`config.mk`:
```
export PLATFORM = sky130hd
export DESIGN_NAME = reduce_combine_ctrl
export DESIGN_NICKNAME = d
export VERILOG_FILES = /design/src/rtl/reduce_combine_ctrl.sv
export SDC_FILE = /design/constraint.sdc
export NUM_CORES = 1
export LEC_CHECK = 0
export ABC_AREA = 1
export CAP_MARGIN = 15
export CELL_PAD_IN_SITES_DETAIL_PLACEMENT = 1
export CELL_PAD_IN_SITES_GLOBAL_PLACEMENT = 1
export CORE_AREA = 2 2 168 235
export CTS_CLUSTER_SIZE = 24
export DETAILED_ROUTE_END_ITERATION = 6
export DIE_AREA = 0 0 170 237
export DONT_BUFFER_PORTS = 1
export GPL_ROUTABILITY_DRIVEN = 0
export PLACE_DENSITY_LB_ADDON = 0.1
export REMOVE_ABC_BUFFERS = 1
export SYNTH_ARGS = -nofsm -noshare
export SYNTH_HDL_FRONTEND = slang
export SYNTH_SLANG_ARGS = --single-unit
```
`constraint.sdc`:
```
create_clock -name clk -period 8.1 [get_ports clk]
set_input_delay 1.62 -clock clk [delete_from_list [all_inputs] [get_ports clk]]
set_output_delay 1.62 -clock clk [all_outputs]
set_load 0.005 [all_outputs]
```
`src/rtl/reduce_combine_ctrl.sv`:
```
// Reduction-tree combine node: merges child flits per context into one uptree result flit.
// Latency: 1 cycle from the completing accept to out_valid.
// Backpressure: in_ready drops while a result is held and out_ready is low; the pending result is held stable.
//
// Ports:
//   clk        single clock, all state on the rising edge
//   rst        asynchronous active-low reset (release synchronous to clk)
//   in_flit    76-bit input flit {children, valid, dst, src, ctx, tag, algtype, op, payload}
//   in_valid   input flit offered; in_ready accepts it
//   out_flit   73-bit combined result {valid, dst, src, ctx, tag, algtype, op, payload}
//   out_valid  result valid; out_ready accepts it
//   err        one-cycle pulse for every dropped flit
//   busy       per-entry open flags of the 4-entry context table
module reduce_combine_ctrl #(
  parameter logic [2:0] RANK_X   = 3'b0,
  parameter logic [2:0] RANK_Y   = 3'b0,
  parameter logic [2:0] RANK_Z   = 3'b0,
  parameter logic [2:0] PARENT_X = 3'b0,
  parameter logic [2:0] PARENT_Y = 3'b0,
  parameter logic [2:0] PARENT_Z = 3'b0,
  parameter bit         IS_ROOT  = 1'b0
) (
  input  logic        clk,
  input  logic        rst,
  input  logic [75:0] in_flit,
  input  logic        in_valid,
  output logic        in_ready,
  output logic [72:0] out_flit,
  output logic        out_valid,
  input  logic        out_ready,
  output logic        err,
  output logic [3:0]  busy
);

  localparam logic [8:0] SRC_COORD = {RANK_X, RANK_Y, RANK_Z};
  // The root of the tree addresses its result to itself.
  localparam logic [8:0] DST_COORD = IS_ROOT ? SRC_COORD : {PARENT_X, PARENT_Y, PARENT_Z};

  localparam logic [3:0] OP_SUM = 4'd0;
  localparam logic [3:0] OP_MAX = 4'd1;
  localparam logic [3:0] OP_MIN = 4'd2;
  localparam logic [3:0] OP_AND = 4'd3;
  localparam logic [3:0] OP_OR  = 4'd4;
  localparam logic [3:0] OP_XOR = 4'd5;

  // Input flit fields
  logic [2:0]  f_children;
  logic        f_vld;
  logic [7:0]  f_ctx;
  logic [7:0]  f_tag;
  logic [1:0]  f_alg;
  logic [3:0]  f_op;
  logic [31:0] f_pay;

  assign f_children = in_flit[75:73];
  assign f_vld      = in_flit[72];
  assign f_ctx      = in_flit[53:46];
  assign f_tag      = in_flit[45:38];
  assign f_alg      = in_flit[37:36];
  assign f_op       = in_flit[35:32];
  assign f_pay      = in_flit[31:0];

  // Incoming routing fields are replaced by this node's own coordinates.
  logic unused_route;
  assign unused_route = ^in_flit[71:54];

  // Context table
  logic [3:0]  ent_open;
  logic [3:0]  ent_rem [4];
  logic [31:0] ent_acc [4];
  logic [3:0]  ent_op  [4];
  logic [1:0]  ent_alg [4];
  logic [7:0]  ent_tag [4];
  logic [7:0]  ent_ctx [4];

  function automatic logic [31:0] combine(input logic [3:0] op,
                                          input logic [31:0] a,
                                          input logic [31:0] b);
    logic [31:0] r;
    case (op)
      OP_SUM:  r = a + b;
      OP_MAX:  r = (a > b) ? a : b;
      OP_MIN:  r = (a < b) ? a : b;
      OP_AND:  r = a & b;
      OP_OR:   r = a | b;
      OP_XOR:  r = a ^ b;
      default: r = a;
    endcase
    return r;
  endfunction

  logic        accept;
  logic [1:0]  idx;
  logic        op_ok;
  logic        hit_open;
  logic        key_match;
  logic        drop;
  logic        do_open;
  logic        do_comb;
  logic [3:0]  rem_next;
  logic [31:0] comb_acc;
  logic        complete;
  logic [31:0] res_acc;
  logic [1:0]  res_alg;

  // A held result only blocks input when downstream is not draining it this cycle.
  assign in_ready = rst & (~out_valid | out_ready);

  assign accept    = in_valid & in_ready & f_vld;
  assign idx       = f_ctx[1:0];
  assign op_ok     = (f_op <= OP_XOR);
  assign hit_open  = ent_open[idx];
  // Entries are indexed by ctx[1:0] only, so the full context must also agree.
  assign key_match = (ent_ctx[idx] == f_ctx) && (ent_tag[idx] == f_tag) && (ent_op[idx] == f_op);

  assign drop    = accept & (~op_ok | (hit_open & ~key_match));
  assign do_open = accept & op_ok & ~hit_open;
  assign do_comb = accept & op_ok & hit_open & key_match;

  assign rem_next = ent_rem[idx] - 4'd1;
  assign comb_acc = combine(f_op, ent_acc[idx], f_pay);

  // Leaf flits complete immediately; otherwise the last outstanding child completes.
  assign complete = (do_open & (f_children == 3'd0)) | (do_comb & (rem_next == 4'd0));
  assign res_acc  = do_open ? f_pay : comb_acc;
  assign res_alg  = do_open ? f_alg : ent_alg[idx];

  always_ff @(posedge clk or negedge rst) begin
    if (!rst) begin
      ent_open <= '0;
      for (int k = 0; k < 4; k++) begin
        ent_rem[k] <= '0;
        ent_acc[k] <= '0;
        ent_op[k]  <= '0;
        ent_alg[k] <= '0;
        ent_tag[k] <= '0;
        ent_ctx[k] <= '0;
      end
    end else if (do_open) begin
      ent_open[idx] <= (f_children != 3'd0);
      ent_rem[idx]  <= {1'b0, f_children};
      ent_acc[idx]  <= f_pay;
      ent_op[idx]   <= f_op;
      ent_alg[idx]  <= f_alg;
      ent_tag[idx]  <= f_tag;
      ent_ctx[idx]  <= f_ctx;
    end else if (do_comb) begin
      ent_acc[idx] <= comb_acc;
      ent_rem[idx] <= rem_next;
      if (rem_next == 4'd0) begin
        ent_open[idx] <= 1'b0;
      end
    end
  end

  always_ff @(posedge clk or negedge rst) begin
    if (!rst) begin
      out_valid <= 1'b0;
      out_flit  <= '0;
      err       <= 1'b0;
    end else begin
      err <= drop;
      // complete can only occur when in_ready is high, i.e. the output slot is free or draining.
      if (complete) begin
        out_valid <= 1'b1;
        out_flit  <= {1'b1, DST_COORD, SRC_COORD, f_ctx, f_tag, res_alg, f_op, res_acc};
      end else if (out_ready) begin
        out_valid <= 1'b0;
      end
    end
  end

  assign busy = ent_open;

endmodule

```
== Word-level counts from Yosys, hierarchy flattened ==
Cells that the tools add are included.
Widths: inputs -> output; s select.
Storage, ports and cells
  flip-flop bits (word level): 293
  bits of input ports: 80
  output and inout bits: 80
  logic and storage cells: 134
Cells by class
  add/subtract/negate cells: 2
  $lt $le $gt $ge: 7
  equality and inequality tests: 8
  muxes and demuxes: 53
  bitwise gates (word level): 24
  reduce and logical (&&, ||, !) cells: 12
Operators by type and width (count)
  $bwmux 128: 2
  $mux 128: 2
  $mux 32: 6
  $pmux 32 s6: 1
  $bmux 32 s2: 1
  $bwmux 32: 2
  $demux 32 s2: 1
  $bwmux 16: 3
  $mux 8: 5
  $add 32x32->32: 1
  $and 32x32->32: 1
  $bmux 8 s2: 2
  $gt 32x32->1: 1
  $lt 32x32->1: 1
  $mux 16: 2
  $mux 4: 8
  $or 32x32->32: 1
  $xor 32x32->32: 1
  $bmux 4 s2: 2
  $demux 8 s2: 1
  $eq 8x8->1: 2
  $and 1x1->1: 11
  $bwmux 8: 1
  $demux 4 s2: 1
  28 further kinds: 47

== Depth between registers and ports, before layout ==
Gate-level depths: netlist of the first run.
  word-level depth: 11
  gate-level depth with buffers: 29
  depth with buffers taken out: 26

== Least setup slack after synthesis of the first run ==
OpenSTA, ideal clock, no wires.
  path kind: input port to flip-flop
  from: input port in_flit[46]
  to: register out_flit[20]
  library setup time: 117 ps
  arrival time: 4816 ps
  slack: 3167 ps
  stages on the path: 26
  cells stage by stage: nor2_2 -> buf_2 -> buf_6 -> buf_2 -> buf_2 -> a22oi_1 -> nand2_1 -> inv_1 -> ha_1 -> clkbuf_1 -> nor2_1 -> nand2_1 -> nor3_1 -> nand2_1 -> nand2_1 -> nand2_1 -> nand2_1 -> buf_2 -> buf_2 -> nand3_1 -> nand3_1 -> nand3_1 -> nand2_1 -> nand2_1 -> nand2_1 -> nand2_1
On the way
  longest elaborated chain between the ends: 10
  elaborated cells on any way between the ends: 42
  classes of those cells: 2 x add/sub; 2 x order compare; 3 x eq/ne; 21 x mux; 11 x bitwise; 3 x reduce/logical
RTL lines
  start, declared: line 25  | input logic [75:0] in_flit,
  parallel branches: the longest is 10 deep, another holds $lt 32x32->1
  end signal, assigned: line 166  | out_flit <= {1'b1, DST_COORD, SRC_COORD, f_ctx, f_tag, res_alg, f_op, res_acc};
  end, declared: line 28  | output logic [72:0] out_flit,
Parallel ways; which one is timed is not known. The select of a mux whose other input is x is not followed.
A chain may end at the register's enable or synchronous reset.

== Final worst setup path of the first run ==
  from: input port rst
  to: register out_flit[16]
On the way
  longest elaborated chain between the ends: 8
  elaborated cells on any way between the ends: 11
  classes of those cells: 1 x mux; 10 x bitwise
RTL lines
  start, declared: line 24  | input logic rst,
  $and 1x1->1 (*): line 107  | assign in_ready = rst & (~out_valid | out_ready);
  $and 1x1->1 (*) (2 in series): line 109  | assign accept = in_valid & in_ready & f_vld;
  $and 1x1->1 (*): line 117, 118
  $and 1x1->1 (2 in series): line 118  | assign do_comb = accept & op_ok & hit_open & key_match;
  $and 1x1->1: line 124  | assign complete = (do_open & (f_children == 3'd0)) | (do_comb & (rem_next == 4'd0));
  $or 1x1->1: line 124
Mark *: on every way between the ends. The rest lies on a longest branch, timed or not.

==> results of run 1 <==
==> stage by stage <==
step	cells	utilization	hold slack [ps]	setup WS [ps]
3_5_place_dp	3161	0.507	447	1950
2_1_floorplan	2656	-	419	602
6_report	3216	0.536	456	1950
3_3_place_gp	3161	0.507	431	2130
5_1_grt	3216	0.536	483	2130
4_1_cts	3216	0.536	463	2560
==> layout make-up <==
cell class / count / area, µm²
fillers: 5017 / 17800
multi-input cells: 2119 / 10300
flip-flops and latches: 293 / 7330
inverters: 244 / 916
clock buffers: 40 / 890
well taps: 478 / 598
repair buffers: 27 / 228
clock inverters: 15 / 218
==> state kept, by name, summed over array words and instances, names as in the netlist <==
register   flops
ent_acc      128
err            1
busy           4
ent_ctx       32
ent_tag       32
ent_op        16
out_flit      55
out_valid      1
ent_alg        8
ent_rem       16
==> synth_stat cells (all sizes together), types with 5 or more instances <==
| cell | number | area (µm²) |
|---|---|---|
| o2111ai | 12 | 105 |
| a22oi | 38 | 285 |
| clkbuf | 64 | 240 |
| o21ai | 148 | 741 |
| dfrtp | 293 | 7330 |
| a22o | 11 | 96.3 |
| nor2 | 202 | 763 |
| a21o | 5 | 37.5 |
| xor2 | 18 | 158 |
| ha | 99 | 1240 |
| a221oi | 11 | 96.3 |
| nor3 | 41 | 305 |
| nand2 | 1103 | 4140 |
| o21bai | 18 | 135 |
| a21oi | 109 | 549 |
| a211oi | 6 | 45.0 |
| nand3 | 226 | 1130 |
| buf | 92 | 527 |
| nand4 | 24 | 156 |
| inv | 242 | 908 |
==> path summary, 6_finish.rpt <==
check                                       start                  endpoint  slack [ps]  cells after the start
max in group asynchronous                     rst  ent_acc[103]$_DFFE_PN0P_        6200                      0
hold reg to reg            ent_ctx[1]$_DFFE_PN0P_    ent_ctx[1]$_DFFE_PN0P_         460                      2
hold / removal             ent_ctx[1]$_DFFE_PN0P_    ent_ctx[1]$_DFFE_PN0P_         460                      2
setup / recovery                              rst  out_flit[16]$_DFFE_PN0P_        1950                     11
min in group asynchronous                     rst   ent_acc[98]$_DFFE_PN0P_         730                      0
setup reg to reg            out_valid$_DFFE_PN0P_  out_flit[16]$_DFFE_PN0P_        3330                     11
==> kinds of logic after synthesis <==
kind of cell	Yosys count	share of synthesized area
other	1	0.000195
buffers and inverters	400	0.0875
xor gates and xnor gates	20	0.00911
DFF	293	0.381
and+or+nand+nor	1610	0.343
adders and majority gates	100	0.0654
AOI/OAI and AO/OA	371	0.114
==> power by group through the flow <==
stage | registers, mW | clock network, mW | logic [mW]
2_1_floorplan | 1.74 | 0 | 0.661
6_report | 1.75 | 1.56 | 0.925
3_3_place_gp | 1.76 | 0 | 0.866
5_1_grt | 1.77 | 1.63 | 1.05
4_1_cts | 1.75 | 1.58 | 0.923
3_5_place_dp | 1.77 | 0 | 0.913
==> routing by layer <==
layer | GRT usage | vias up | share of wire | wire, µm
met5 | 0 | - | 0 | 0
met3 | 0.0415 | 198 | 0.041 | 2730
met2 | 0.617 | 447 | 0.51 | 33900
met1 | 0.372 | 9219 | 0.39 | 26200
li1 | - | 8728 | - | -
met4 | 0.163 | 0 | 0.052 | 3470
==> worst reg2reg max path: cells and delay by family (launching register included) <==
kind / cells / cell delay [ps]
AO/OA/AOI/OAI: 1 / 390
buffers and inverters: 3 / 1840
flip-flops: 1 / 420
AND/OR/NAND/NOR: 7 / 2050
==> summary.txt, run 1 <==
Outcome
  – Status: completed

Global route
  – GRT Overall Usage: 0.333
  – Global-route wire length before repair: 107000 µm
  – Initial antenna violation count: 0
  – Number of global-route vias before repair: 20100
  – Congestion Overflow GR: 0
  – Largest net degree at the start of global routing: approximately 300

Timing
  – Slew Viols, Final: 0
  – Final Critical Period: slightly above 6000 ps
  – Highest achievable clock rate: 163 MHz
  – Final setup fails: 0
  – Final worst-path cycle share: 0.759
  – Worst max-slew margin expressed relative to the limit: 0.0337
  – Aggregate negative setup slack: 0 ps
  – Fin. Hold Viols: 0
  – Clk_skew: about 14 ps
  – Setup repair after global routing missed its margin: no
  – Worst slew pin tran: roughly 1400 ps

Clock network
  – Clock latency on the worst-skew pair: roughly 600 ps
  – Number of sinks handled by clock tree synthesis: slightly below 300
  – Clock transition at the registers of the reported paths: 60 ps
  – Post-CTS setup buffer count: 0
  – Number of buffers between clock root and the deepest sink: 3
  – Total clock buffers created by CTS: 30
  – CTS HTree Levels: 1
  – Clock root buffer: sky130_fd_sc_hd__clkbuf_16
  – Number of cells upsized or downsized after cts: 0
  – Count of hold buffers inserted by post-cts repair: 0
  – Clock tree from TritonCTS: done

Logic synthesis
  – Cell count after synthesis: ~2800
  – Total of warnings raised by yosys: 0
  – Async S/R FF share, synth: 1.00
  – Seq/Total Area, Yosys: 0.381
  – Synth Flop Type: sky130_fd_sc_hd__dfrtp_1
  – Number of flops mapped to enable cells by yosys: 0
  – Total of flip-flops plus latches after synthesis: about 300
  – Number of distinct standard cells referenced by the synthesized netlist: 48
  – Average cell area after synthesis: between 6 and 7 µm²
  – Post-Synthesis Cell Area: about 19000 µm²

Finish
  – Number of antenna repair diodes: 0
  – Most common cell after layout, fill and taps aside: sky130_fd_sc_hd__nand2_1
  – Relative area change from synthesis to final layout: 6.62%
  – Highest-count cells in the layout ignoring fill and taps: sky130_fd_sc_hd__nand2_1, sky130_fd_sc_hd__dfrtp_1, sky130_fd_sc_hd__inv_1
  – Post-route cell area: 20500 µm²
  – Net total in the final layout: about 2900
  – Fraction of layout cells with a size suffix above 1: 0.0464

Floorplanning
  – Std cell rows: 85
  – Core footprint: approximately 38000 µm²
  – DIE HEIGHT: 237 µm
  – X dimension of the die: ~170 µm
  – Count of pins on the block boundary: 160
  – Full die area: a little over 40000 µm²
  – Starting utilization of the core area: 0.502

Worst setup path
  – Crit-path max FO: between 200 and 300
  – Critical path data required time: about 8600 ps
  – CP top delay family: simple AND/OR/NAND/NOR gates
  – Startpoint type of the worst setup path: primary input
  – Bufs and invs on worst path: 3
  – Cell with the largest stage delay on the worst path: sky130_fd_sc_hd__inv_2
  – Kind of end point of the critical path: flop
  – Type of the worst setup path: in -> reg
  – Data arrival time of the critical path: between 6000 and 7000 ps
  – Cells traversed along the worst timing path: a21boi_0 > nand3_1 > nor2_1 > nand2_1 > inv_2 > buf_4 > nand2_2 > nand2_2 > buf_4 > nand2_1 > nand2_1
  – Max incr delay on CP: around 700 ps
  – Cell repeated most along the worst path: sky130_fd_sc_hd__nand2_1

Power and ir drop
  – Leakage dissipation: between 10 and 15 nW
  – Worst voltage drop across the vdd grid: between 0.15 and 0.2 mV
  – Combinational power share: 0.219
  – Total Power: around 4.2 mW
  – Share of total power consumed by net switching: 0.321
  – Cell area power density: just over 200 nW/µm²
  – Total internal power: about 2.9 mW
  – Part of the total power dissipated in the clock network: 0.368
  – Sequential Power Share: 0.414
  – Net switching component of the power: ~1.4 mW

Hold path
  – HP Class: reg -> reg

Route
  – Initial DRC count: 1128
  – Post-DRT Antenna Nets: 0
  – Post-detailed-route DRC marker count: 0
  – First drt pass iteration count: 5
  – DR WL/cell: about 21 µm
  – Vias post-DR: ~19000
  – Routed vias/inst: between 5 and 6
  – DRT Wirelength: 66300 µm

Placed design
  – Post-detailed-placement half-perimeter wirelength: roughly 44000 µm
  – Instance area at placement: between 15000 and 20000 µm²
  – Number of input and output port buffers inserted: 0

Run
  – Number of max-cap violations: 0
Note: power is estimated with default switching activity, not from simulation.
==> run 2, diff against run 1 <==
- CORE_AREA: 2 2 168 235 -> 2 2 184 259
- DIE_AREA: 0 0 170 237 -> 0 0 186 261
- clock period: 8.1 -> 5.2 ns (I/O delays scaled with it)
==> summary.txt, run 2 (same netlist as run 1, synthesis figures left out) <==
Outcome
  – Status: completed

Clock network
  – Number of cells upsized or downsized after cts: 0 (unchanged)
  – Number of sinks handled by clock tree synthesis: 293 (unchanged)
  – CTS HTree Levels: 1 (unchanged)
  – Clock root buffer: sky130_fd_sc_hd__clkbuf_16
  – Clock tree from TritonCTS: done
  – Post-CTS setup buffer count: 0 (unchanged)
  – Total clock buffers created by CTS: 31 (+3.3%)
  – Number of buffers between clock root and the deepest sink: 3 (unchanged)
  – Count of hold buffers inserted by post-cts repair: 0 (unchanged)
  – Clock transition at the registers of the reported paths: 60 ps (about the same)
  – Clock latency on the worst-skew pair: 580 ps (about the same)

Global route
  – Global-route wire length before repair: 108000 µm (+1.3%)
  – GRT Overall Usage: 0.286 (-0.0465)
  – Initial antenna violation count: 0 (unchanged)
  – Largest net degree at the start of global routing: 295 (unchanged)
  – Congestion Overflow GR: 0 (unchanged)
  – Number of global-route vias before repair: 19500 (-2.9%)

Worst setup path
  – Kind of end point of the critical path: flop
  – Worst reg-to-reg setup slack: 1130 ps (-2200 ps)
  – Source of the critical timing path: in_flit[47]
  – Type of the worst setup path: in -> reg
  – Critical path data required time: 5660 ps (-2960 ps)
  – Source of the worst register-to-register timing path: ent_acc[103]$_DFFE_PN0P_
  – Data arrival time of the critical path: 4980 ps (-1690 ps)
  – Startpoint type of the worst setup path: primary input
  – Crit-path max FO: 21 (-93%)

Route
  – Post-DRT Antenna Nets: 0 (unchanged)
  – Routed vias/inst: 5.43 (-6.0%)
  – First drt pass iteration count: 5 (unchanged)
  – DR WL/cell: 20.3 µm (-1.7%)
  – Post-detailed-route DRC marker count: 0 (unchanged)
  – Vias post-DR: 18400 (-0.96%)
  – DRT Wirelength: 68700 µm (+3.6%)
  – Initial DRC count: 924 (-18%)

Finish
  – Post-layout instance count excluding filler cells: 3390 (+5.4%)
  – Net total in the final layout: 2922 (+0.93%)
  – Highest-count cells in the layout ignoring fill and taps: sky130_fd_sc_hd__nand2_1, sky130_fd_sc_hd__dfrtp_1, sky130_fd_sc_hd__inv_1
  – Most common cell after layout, fill and taps aside: sky130_fd_sc_hd__nand2_1
  – Number of fillers in the final layout: 5958 (+19%)
  – Post-route cell area: 20800 µm² (+1.6%)
  – Biggest registers after layout: ent_acc (128), out_flit (55)
  – Relative area change from synthesis to final layout: 8.35%
  – Register containing the most flip-flops in the final layout: ent_acc
  – Final design utilization: 0.449 (-0.0871)
  – Number of antenna repair diodes: 0 (unchanged)
  – Flip-flop count of the largest register, all copies and words added: 128 (unchanged)
  – Fraction of layout cells with a size suffix above 1: 0.0546 (+0.00821)

Placed design
  – Number of input and output port buffers inserted: 0 (unchanged)
  – Instance area at placement: 19800 µm² (+2.1%)
  – Post-detailed-placement half-perimeter wirelength: 47600 µm (+9.1%)
  – Number of placed instances with taps included: 3333 (+5.4%)

Floorplanning
  – Count of pins on the block boundary: 160 (unchanged)
  – Starting utilization of the core area: 0.414 (-0.0884)
  – Full die area: 48500 µm² (+20%)
  – DIE HEIGHT: 261 µm (+10%)
  – Std cell rows: 94 (+11%)
  – Core footprint: 46500 µm² (+21%)
  – X dimension of the die: 186 µm (+9.4%)

Timing
  – Worst max-slew margin expressed relative to the limit: 0.283 (+0.249)
  – Highest achievable clock rate: about 220 MHz
  – Final setup fails: 0 (unchanged)
  – Final worst-path cycle share: 0.869
  – Worst slew pin tran: 1080 ps (-374 ps)
  – Fin. Hold Viols: 0 (unchanged)
  – Slew Viols, Final: 0 (unchanged)
  – Setup repair after global routing missed its margin: no
  – Final Critical Period: roughly 4500 ps
  – Clk_skew: 13.2 ps (-0.727 ps)

Hold path
  – HP Class: in -> async

Power and ir drop
  – Cell area power density: 310 nW/µm² (+50%)
  – Worst voltage drop across the vdd grid: 0.291 mV (+48%)
  – Leakage dissipation: 11.4 nW (+0.93%)

Run
  – Number of max-cap violations: 0 (unchanged)
run 2: area by class of cell:
class / instances / area [µm²] / area share
Clock buffer: 46 / 932 / 0.0447
Clock inverter: 11 / 92.6 / 0.00444
Timing Repair Buffer: 53 / 460 / 0.0221
Multi-Input combinational cell: 2119 / 10300 / 0.496
Inverter: 244 / 916 / 0.0439
Sequential cell: 293 / 7330 / 0.352
Tap cell: 624 / 781 / 0.0375
run 2: final timing paths:
check | to | depth (start not counted)
worst max-delay path | out_flit[14]$_DFFE_PN0P_ | 27
worst min-delay path | out_flit[2]$_DFFE_PN0P_ | 0
worst max register to register | out_flit[14]$_DFFE_PN0P_ | 24
worst min register to register | ent_ctx[16]$_DFFE_PN0P_ | 2
max in group asynchronous | ent_acc[24]$_DFFE_PN0P_ | 0
min in group clk | ent_ctx[16]$_DFFE_PN0P_ | 2
run 2: through the flow:
stage	setup TNS [ps]	hold WS (ps)	total power [mW]	setup WS, ps
3_3_place_gp	0	433	4.17	279
5_1_grt	0	133	6.82	498
4_1_cts	0	127	6.51	788
3_5_place_dp	0	441	4.24	179
2_1_floorplan	-257620	419	3.75	-1720
6_report	0	159	6.45	681
run 2: layer usage:
metal | part of all wire | GRT usage
met5 | 0 | 0
met4 | 0.030 | 0.0881
met3 | 0.041 | 0.0367
met2 | 0.52 | 0.532
met1 | 0.41 | 0.340
run 2: critical path, cell delays in order:
cell and delay, ps:
sky130_fd_sc_hd__inv_2 40, sky130_fd_sc_hd__nor2_4 90, sky130_fd_sc_hd__buf_4 320, sky130_fd_sc_hd__a22oi_1 140, sky130_fd_sc_hd__nand2_1 250, sky130_fd_sc_hd__inv_1 130, sky130_fd_sc_hd__ha_1 400, sky130_fd_sc_hd__nor2_1 210
sky130_fd_sc_hd__nand2_1 70, sky130_fd_sc_hd__nor2_1 240, sky130_fd_sc_hd__nand2_1 100, sky130_fd_sc_hd__nand2_1 110, sky130_fd_sc_hd__nand2_1 70, sky130_fd_sc_hd__nand2_1 60, sky130_fd_sc_hd__nand2_1 60, sky130_fd_sc_hd__nand2_1 100
sky130_fd_sc_hd__buf_4 310, sky130_fd_sc_hd__inv_1 240, sky130_fd_sc_hd__buf_4 220, sky130_fd_sc_hd__nor2_1 80, sky130_fd_sc_hd__nor2_1 50, sky130_fd_sc_hd__nor2_1 110, sky130_fd_sc_hd__nand2_1 60, sky130_fd_sc_hd__nand2_1 60
sky130_fd_sc_hd__nand2_1 140, sky130_fd_sc_hd__nand2_1 150, sky130_fd_sc_hd__nand2_1 70
run 2: report_power, final:
part / total (mW) / internal [mW] / switching (mW)
Combinational: 1.49 / 0.495 / 0.995
Clock: 2.24 / 1.28 / 0.956
Sequential: 2.72 / 2.56 / 0.162
Total: 6.45 / 4.34 / 2.11
==> RTL change, RTL diff (settings of run 2) <==
Make the reset (`rst`) synchronous in 2 clocked blocks. Comments in the files are not updated.
--- a/src/rtl/reduce_combine_ctrl.sv
+++ b/src/rtl/reduce_combine_ctrl.sv
@@ -127,3 +127,3 @@
 
-  always_ff @(posedge clk or negedge rst) begin
+  always_ff @(posedge clk) begin
     if (!rst) begin
@@ -155,3 +155,3 @@
 
-  always_ff @(posedge clk or negedge rst) begin
+  always_ff @(posedge clk) begin
     if (!rst) begin
Function: changed (Yosys sat finds a counterexample within 4 cycles, from zero or initial values and one cycle with rst low; the reset may be asserted at any time).
==> RTL change against run 2 <==
Sequential cell count is the same. Largest cell class unchanged. Design area is 3.4% higher. Worst setup slack gained 0.21 ns. Via count up 0.46%. Area after synthesis grew 2.2%. Wire length rose by 4.0%. Sequential power decreased by 3%. Power down 8.6%.
==> RTL change: results (changes against run 2) <==
Global routing
  • Met1 Track Usage GR: 33.1% (-0.84 points)
  • Met2 global-route usage: 56.3% (+3.1 points)
  • Largest net degree at the start of global routing: 64 (-78%)
  • Global-route wire length before repair: 110 mm (+1.5%)
  • Routing usage on met3: 3.82% (+0.15 points)

Synth
  • Ys async rst share: 0% (-100 points)
  • Commonest cells post-synth: nand2_1, nor2_1, inv_1, nand3_1, edfxtp_1
  • Commonest register cell after synthesis: edfxtp_1
  • Cells after synthesis: 2702 (-3.3%)

Status
  • Status: finished, final reports clean

Setup path
  • R2R Setup Slk: 1.36 ns (+0.23 ns)
  • R2r startpoint: ent_acc[0][0]
  • CP max stage cell: nor4_1
  • Reg-to-Reg End: ent_acc[2][28]
  • CP Launch Point: in_flit[46]
  • CP Max Fanout: 25 (+19%)

Timing
  • Measured slew at the worst slew-check pin: 0.972 ns (-0.103 ns)
  • Final Skew: 0.0128 ns (-0.000445 ns)
  • Final setup margin: 0.890 ns (+0.209 ns)
  • Hold slack: 0.492 ns (+0.333 ns)

Final layout
  • Share of cells above drive strength 1: 6.04% (+0.58 points)
  • Final #Nets: 2871 (-1.7%)
  • Fillers: 5904 (-0.91%)

Placed design
  • DP Wirelength: 50.0 mm (+5.2%)
  • Placed cell area: 0.0206 mm^2 (+3.9%)

Pwr
  • Clk. pwr: 2130 uW (-5%)
  • Sw Pwr: 1750 uW (-17%)
  • Sw Share: 29.7% (-3.0 points)
  • Seq power: 2630 uW (-3%)
  • Worst vdd ir: 272 uV (-6.5%)

Min path
  • Hold Crit Class: reg -> reg

Drt
  • Routed len/inst: 21.4 um (+5.6%)
  • Met3 wire length: 3.33 mm (+19%)
  • M1 WL: 27.9 mm (-1.9%)
  • DRT iter0 DRCs: 995 (+7.7%)

Clock network
  • CTS Buf Count: 30 (-3.2%)
-- RTL change: layout make-up --
cell class                 instances  area, um^2  share of cell area (%)
tap                              624         781                    3.62
multi-input combinational       1940        9610                    44.6
sequential                       293        8190                    38.0
inverter                         346        1300                    6.04
timing repair buffer              80         713                    3.31
clock inverter                     6        33.8                   0.157
clock buffer                      50         918                    4.26
-- RTL change: cells by family (layout without fill, tap and decap cells) --
family / after synthesis / in the layout / synth area share (%)
flip-flops: 293 / 293 / 41.6
buffers and inverters: 494 / 482 / 10.3
AO/OA/AOI/OAI: 358 / 358 / 11.1
other: 1 / 26 / 0.0191
AND/OR/NAND/NOR: 1454 / 1454 / 30.5
XOR/XNOR: 2 / 2 / 0.0891
adder cells (fa/ha/maj): 100 / 100 / 6.40
-- RTL change: worst max-delay path by stage --
stage	to
CTS	ent_acc[3][11]
floorplan	ent_acc[3][0]
global placement	ent_acc[2][15]
finish	ent_acc[3][11]
detailed placement	ent_acc[3][11]
global route	ent_acc[1][31]
